--- src/rtl/trigger_buffer_reader_if.sv ---
// Point-stream and buffer-read bundle between the capture RAM, the reader and the plotter.
// master = reader side, slave = environment (RAM, trigger block, plotter).
interface trigger_buffer_reader_if #(
    parameter int unsigned ADDR_W = 8,
    parameter int unsigned DATA_W = 12,
    parameter int unsigned Y_W    = 10
) ();
    logic              capture_done;
    logic              frame_start;
    logic [ADDR_W-1:0] rd_addr;
    logic [DATA_W-1:0] rd_data;
    logic              sample_valid;
    logic              sample_ready;
    logic [ADDR_W-1:0] sample_x;
    logic [Y_W-1:0]    sample_y;
    logic              busy;
    logic              overrun;

    modport master (
        input  capture_done, frame_start, rd_data, sample_ready,
        output rd_addr, sample_valid, sample_x, sample_y, busy, overrun
    );

    modport slave (
        output capture_done, frame_start, rd_data, sample_ready,
        input  rd_addr, sample_valid, sample_x, sample_y, busy, overrun
    );
endinterface

--- src/rtl/trigger_buffer_reader.sv ---
// Streams a completed trigger capture out as (x, y) plot points, one readout per display frame.
// Define TRIG_READ_INVERT_Y_EN to invert the sample before scaling (larger samples drawn higher).
module trigger_buffer_reader #(
    parameter int unsigned DEPTH    = 256,
    parameter int unsigned ADDR_W   = 8,
    parameter int unsigned DATA_W   = 12,
    parameter int unsigned Y_W      = 10,
    parameter int unsigned Y_SHIFT  = 3,
    parameter int unsigned Y_OFFSET = 100
) (
    input  logic                     clk,
    input  logic                     rst,
    trigger_buffer_reader_if.master  bus
);

    localparam logic [ADDR_W-1:0] LAST_ADDR = ADDR_W'(DEPTH - 1);

    typedef enum logic [2:0] {
        S_IDLE,
        S_ARMED,
        S_FETCH,
        S_LOAD,
        S_PRESENT,
        S_DONE
    } state_t;

    state_t            r_state;
    state_t            w_state_nxt;
    logic [ADDR_W-1:0] r_addr;
    logic [ADDR_W-1:0] w_addr_nxt;
    logic [ADDR_W-1:0] r_rd_addr;
    logic [ADDR_W-1:0] w_rd_addr_nxt;
    logic [ADDR_W-1:0] r_sample_x;
    logic [ADDR_W-1:0] w_sample_x_nxt;
    logic [Y_W-1:0]    r_sample_y;
    logic [Y_W-1:0]    w_sample_y_nxt;
    logic              r_sample_valid;
    logic              w_valid_nxt;
    logic              r_busy;
    logic              r_pending;
    logic              w_pending_nxt;
    logic              r_overrun;
    logic              w_overrun_nxt;

    logic [DATA_W-1:0] w_src;
    logic [DATA_W-1:0] w_shifted;
    logic [Y_W-1:0]    w_y;
    logic              w_handshake;
    logic              w_mid_stream;

    // Row scaling; the sum wraps at Y_W bits by construction.
`ifdef TRIG_READ_INVERT_Y_EN
    assign w_src = ~bus.rd_data;
`else
    assign w_src = bus.rd_data;
`endif
    assign w_shifted   = w_src >> Y_SHIFT;
    assign w_y         = Y_W'(Y_OFFSET) + Y_W'(w_shifted);
    assign w_handshake = r_sample_valid & bus.sample_ready;

    // Next-state and next-output logic.
    always_comb begin
        w_state_nxt    = r_state;
        w_addr_nxt     = r_addr;
        w_rd_addr_nxt  = r_rd_addr;
        w_valid_nxt    = r_sample_valid;
        w_sample_x_nxt = r_sample_x;
        w_sample_y_nxt = r_sample_y;
        w_pending_nxt  = r_pending;
        w_overrun_nxt  = r_overrun;
        w_mid_stream   = (r_state == S_FETCH) || (r_state == S_LOAD) ||
                         (r_state == S_PRESENT) || (r_state == S_DONE);

        // One capture can be queued behind the running readout; a second one is dropped.
        if (w_mid_stream && bus.capture_done) begin
            if (r_pending) begin
                w_overrun_nxt = 1'b1;
            end else begin
                w_pending_nxt = 1'b1;
            end
        end

        case (r_state)
            S_IDLE: begin
                if (bus.capture_done) begin
                    w_state_nxt = S_ARMED;
                end
            end
            S_ARMED: begin
                if (bus.frame_start) begin
                    w_state_nxt   = S_FETCH;
                    w_addr_nxt    = '0;
                    w_rd_addr_nxt = '0;
                end
            end
            S_FETCH: begin
                w_state_nxt = S_LOAD;
            end
            S_LOAD: begin
                w_sample_x_nxt = r_addr;
                w_sample_y_nxt = w_y;
                w_valid_nxt    = 1'b1;
                w_state_nxt    = S_PRESENT;
            end
            S_PRESENT: begin
                if (w_handshake) begin
                    w_valid_nxt = 1'b0;
                    if (r_addr == LAST_ADDR) begin
                        w_state_nxt = S_DONE;
                    end else begin
                        w_addr_nxt    = r_addr + ADDR_W'(1);
                        w_rd_addr_nxt = r_addr + ADDR_W'(1);
                        w_state_nxt   = S_FETCH;
                    end
                end
            end
            S_DONE: begin
                // Includes a capture arriving in this very cycle.
                if (w_pending_nxt) begin
                    w_pending_nxt = 1'b0;
                    w_state_nxt   = S_ARMED;
                end else begin
                    w_state_nxt = S_IDLE;
                end
            end
            default: begin
                w_state_nxt = S_IDLE;
            end
        endcase
    end

    // State and output registers.
    always_ff @(posedge clk or posedge rst) begin
        if (rst) begin
            r_state        <= S_IDLE;
            r_addr         <= '0;
            r_rd_addr      <= '0;
            r_sample_x     <= '0;
            r_sample_y     <= '0;
            r_sample_valid <= 1'b0;
            r_busy         <= 1'b0;
            r_pending      <= 1'b0;
            r_overrun      <= 1'b0;
        end else begin
            r_state        <= w_state_nxt;
            r_addr         <= w_addr_nxt;
            r_rd_addr      <= w_rd_addr_nxt;
            r_sample_x     <= w_sample_x_nxt;
            r_sample_y     <= w_sample_y_nxt;
            r_sample_valid <= w_valid_nxt;
            r_busy         <= (w_state_nxt != S_IDLE);
            r_pending      <= w_pending_nxt;
            r_overrun      <= w_overrun_nxt;
        end
    end

    assign bus.rd_addr      = r_rd_addr;
    assign bus.sample_valid = r_sample_valid;
    assign bus.sample_x     = r_sample_x;
    assign bus.sample_y     = r_sample_y;
    assign bus.busy         = r_busy;
    assign bus.overrun      = r_overrun;

endmodule

--- src/flat_wrapper.sv ---
// flat-port wrapper written by rule: the top's interface ports become plain ports
module trigger_buffer_reader_flat 
#(
    parameter int unsigned DEPTH    = 256,
    parameter int unsigned ADDR_W   = 8,
    parameter int unsigned DATA_W   = 12,
    parameter int unsigned Y_W      = 10,
    parameter int unsigned Y_SHIFT  = 3,
    parameter int unsigned Y_OFFSET = 100
)
  (clk, rst, bus_capture_done, bus_frame_start, bus_rd_data, bus_sample_ready, bus_rd_addr, bus_sample_valid, bus_sample_x, bus_sample_y, bus_busy, bus_overrun);
  trigger_buffer_reader_if #(.ADDR_W(ADDR_W), .DATA_W(DATA_W), .Y_W(Y_W)) bus_i ();
  input  logic clk;
  input  logic rst;
  input wire logic [$bits(bus_i.capture_done)-1:0] bus_capture_done;
  input wire logic [$bits(bus_i.frame_start)-1:0] bus_frame_start;
  input wire logic [$bits(bus_i.rd_data)-1:0] bus_rd_data;
  input wire logic [$bits(bus_i.sample_ready)-1:0] bus_sample_ready;
  output wire logic [$bits(bus_i.rd_addr)-1:0] bus_rd_addr;
  output wire logic [$bits(bus_i.sample_valid)-1:0] bus_sample_valid;
  output wire logic [$bits(bus_i.sample_x)-1:0] bus_sample_x;
  output wire logic [$bits(bus_i.sample_y)-1:0] bus_sample_y;
  output wire logic [$bits(bus_i.busy)-1:0] bus_busy;
  output wire logic [$bits(bus_i.overrun)-1:0] bus_overrun;
  assign bus_i.capture_done = bus_capture_done;
  assign bus_i.frame_start = bus_frame_start;
  assign bus_i.rd_data = bus_rd_data;
  assign bus_i.sample_ready = bus_sample_ready;
  assign bus_rd_addr = bus_i.rd_addr;
  assign bus_sample_valid = bus_i.sample_valid;
  assign bus_sample_x = bus_i.sample_x;
  assign bus_sample_y = bus_i.sample_y;
  assign bus_busy = bus_i.busy;
  assign bus_overrun = bus_i.overrun;
  trigger_buffer_reader #(.DEPTH(DEPTH), .ADDR_W(ADDR_W), .DATA_W(DATA_W), .Y_W(Y_W), .Y_SHIFT(Y_SHIFT), .Y_OFFSET(Y_OFFSET)) u_core (.clk(clk), .rst(rst), .bus(bus_i));
endmodule
--- config.mk ---
export PLATFORM = sky130hd
export DESIGN_NAME = trigger_buffer_reader_flat
export DESIGN_NICKNAME = d
export VERILOG_FILES = /design/src/rtl/trigger_buffer_reader_if.sv /design/src/rtl/trigger_buffer_reader.sv /design/src/flat_wrapper.sv
export SDC_FILE = /design/constraint.sdc
export NUM_CORES = 1
export LEC_CHECK = 0
export ABC_AREA = 1
export BUFFER_PORTS_ARGS = -buffer_cell sky130_fd_sc_hd__clkbuf_2
export CORE_MARGIN = 2
export CORE_UTILIZATION = 52
export CTS_CLUSTER_SIZE = 28
export DETAILED_ROUTE_END_ITERATION = 10
export GPL_ROUTABILITY_DRIVEN = 0
export MAX_ROUTING_LAYER = met4
export PLACE_DENSITY_LB_ADDON = 0.08
export SLEW_MARGIN = 20
export SYNTH_ARGS = -nofsm -noshare
export SYNTH_HDL_FRONTEND = slang
export SYNTH_SLANG_ARGS = --single-unit
--- constraint.sdc ---
create_clock -name clk -period 1.4 [get_ports clk]
set_input_delay 0.07 -clock clk [delete_from_list [all_inputs] [get_ports clk]]
set_output_delay 0.07 -clock clk [all_outputs]
set_load 0.005 [all_outputs]
==> impl_metrics.tcl <==
set metrics [dict create \
    nets 299 \
    io_pins 46 \
    worstHoldEndpoint "u_core.bus.sample_y[6]" \
    vias 1542 \
    fin_ws_ps 93.7 \
    yosys_warnings 0 \
    die_height_um 61.4 \
    path_cells "ha_2 -> nand2_2 -> nor2_4 -> nand2_2 -> nand2_4 -> nand2_8 -> nand2_8 -> nand2_1 -> nand2_1" \
    viasPerCell 4.74 \
    status "completed" \
    fin_util_pct 72.3 \
    drive_above_1_share_pct 31.7 \
    wl_per_cell_um 10.9 \
    yosysTopAreaCell "dfrtp_1" \
    r2r_setup_slack_ps 90 \
    core_area_mm2 0.00310 \
    path_max_fanout 8 \
    p_per_area_mw_per_mm2 1620 \
    grt_pass1_vias 1433 \
    clk_latency_ps 350 \
    r2r-end "u_core.r_addr[5]" \
    r2r_cells 9 \
    critPathMaxStageDelay_ps 370 \
    synth.distinct_cells 27 \
    critPathLaunchType "register" \
    antenna_found_initial 0 \
    min_period_ps 1310 \
    rows 20 \
    synth_most_common_cell "nand2_1" \
    cp_num_buf_inv 0 \
    cts_buffers 5 \
    clock-root-buffer "clkbuf_4" \
    final-max-slew-violation-count 0 \
    worst-setup-path-type "reg2reg" \
    grtUsageTotal_pct 23.0 \
    fin_crit_sh_pct 93.3 \
    area_delta_synth_final_pct 31.1 \
    dp_slack_ps 70.0 \
    drc_errors 0 \
    gr-total-overflow 0 \
    synth_top_cell_area_share_pct 48.2 \
    cts_tree "done" \
    synth_area_mm2 0.00171 \
    clk_pin_slew_ps 100 \
    drt-initial-drc-count 86 \
    hold_viol_final 0 \
    power.leakage_nw 1.18 \
    n_fill_cell 289 \
    grt_max_degree 34 \
    ant_nets 0 \
    diodes 0 \
    syn-num-nets 234 \
    hp-start "bus_rd_data[8]" \
    hold_depth 4 \
    ys_ff_latch 33 \
    grt_pass1_wl_um 6020 \
    syn_inst 215 \
    worstMarginPinSlew_ps 414 \
    die_area_mm2 0.00377 \
    fmax_mhz 766 \
    setup-violations-final 0 \
    multi_input_area_um2 812 \
    synth_edf_count 0 \
    skew_ps 6.49 \
    synthArstFlopShare_pct 100 \
    worstHoldPathType "in2reg" \
    dp.final_hpwl_um 2540 \
    cap_viol_max_count 0 \
    critPathArrivalTime_ps 1590 \
    cp_data_required_time_ps 1690 \
    vdd.ir_drop.worst_uv 921 \
    port_buffers 42 \
    synth_seq_area_share_pct 48.2 \
    slew_headroom_pct 72.4 \
    h-tree-depth 2 \
    wl_um 3530 \
    start_util_pct 55.2 \
    seq_area_um2 827 \
    avgSynthCellArea_um2 7.96 \
    path_delay_family "simple AND/OR/NAND/NOR gates" \
    drt-pass1-iter-count 4 \
    clk_path_buf_depth 2 \
    post_cts.repair.setup_buffers 0 \
    cts_num_sinks 33 \
    end_kind "register" \
    r2r_start "u_core.r_addr[0]" \
    synth.area.top_cells "dfrtp_1 48%, nand2_1 18%, nor2_1 4.8%, nand3_1 4.7%, inv_1 3.3%" \
    die_w_um 61.4 \
    critPathSlowestCell "dfrtp_1" \
    whs_ps 25.3 \
    synthTopCellsByCount "81 x nand2_1, 33 x dfrtp_1, 22 x nor2_1" \
    synthFlopType "dfrtp_1" \
]
worst reg2reg max path, cell delays in order, from the launching register on:
cell     delay (ps)
dfrtp_1         370
ha_2            190
nand2_2          80
nor2_4          140
nand2_2          80
nand2_4         100
nand2_8          80
nand2_8         100
nand2_1          50
nand2_1          60
logic make-up after synthesis:
| group | share of synthesized area (%) |
|---|---|
| AND/OR/NAND/NOR | 35.2 |
| adder cells (fa/ha/maj) | 1.46 |
| XOR/XNOR | 1.54 |
| buffers and inverters | 6.21 |
| flip-flops | 48.2 |
| AO/OA/AOI/OAI | 7.38 |
worst max path at each step:
stage / start / end / slack, ps / cells after the start
2_1_floorplan: u_core.r_addr[1] / u_core.r_addr[3] / 50 / 8
3_3_place_gp: u_core.r_addr[0] / u_core.r_addr[1] / 100 / 8
3_5_place_dp: u_core.r_addr[0] / u_core.r_addr[5] / 70 / 9
4_1_cts: u_core.r_addr[0] / u_core.r_addr[5] / 50 / 9
5_1_grt: u_core.r_addr[1] / u_core.r_addr[1] / -20 / 9
6_report: u_core.r_addr[0] / u_core.r_addr[5] / 90 / 9
timing repair:
item	CTS	global route
hold buffers	7	0
endpoints found under the setup margin	0	10
gates resized for setup	0	10
endpoints found under the hold margin	38	0
sequential cells by signal (all words and copies together), names as in the netlist:
register / count
u_core.bus.sample_x: 8
u_core.bus.sample_valid: 1
u_core.r_state: 3
u_core.r_pending: 1
u_core.bus.busy: 1
u_core.r_addr: 8
u_core.bus.sample_y: 10
u_core.bus.overrun: 1
placed cells by master (no fill, tap or decap), drive strengths merged:
cell	count
ha	2
dlygate4sd3	7
buf	13
xnor2	1
nand2	88
bufinv	1
nand3	16
nand4	2
nor3	1
xor2	2
a31oi	1
inv	19
o21a	1
nand3b	1
clkbuf	48
dfrtp	33
nor2	25
o21ai	15
a21oi	3
a21o	1
clkinvlp	1
routing by layer:
metal	track usage, %	wire length, µm	vias to the layer above
li1	-	-	807
met1	26.1	1610	695
met2	37.2	1680	32
met3	7.35	169	8
met4	10.0	75	0
met5	-	0	-
stage by stage:
stage               total power, mW  TNS (ps)  cells  area [µm²]
global route                   3.96     -64.2    325        2240
detailed placement             2.81         0    310        2050
finish                         3.63         0    325        2240
global placement               2.78         0    310        2050
floorplan                      2.35         0    215        1710
CTS                            3.58         0    325        2210
where the power goes:
| part | total [mW] | switching (mW) | internal [mW] | leakage, nW |
|---|---|---|---|---|
| registers | 1.39 | 0.179 | 1.21 | 0.421 |
| clock network | 0.761 | 0.337 | 0.424 | 0.0445 |
| logic | 1.48 | 0.884 | 0.596 | 0.712 |
| total | 3.63 | 1.40 | 2.23 | 1.18 |
area by class of cell:
class	instances	area share [%]
Tap cell	44	2.45
Inverter	19	3.18
Sequential cell	33	36.8
Timing Repair Buffer	62	17.4
Clock buffer	6	2.29
Clock inverter	2	1.67
Multi-Input combinational cell	159	36.2
(Power assumes the default switching activity.)
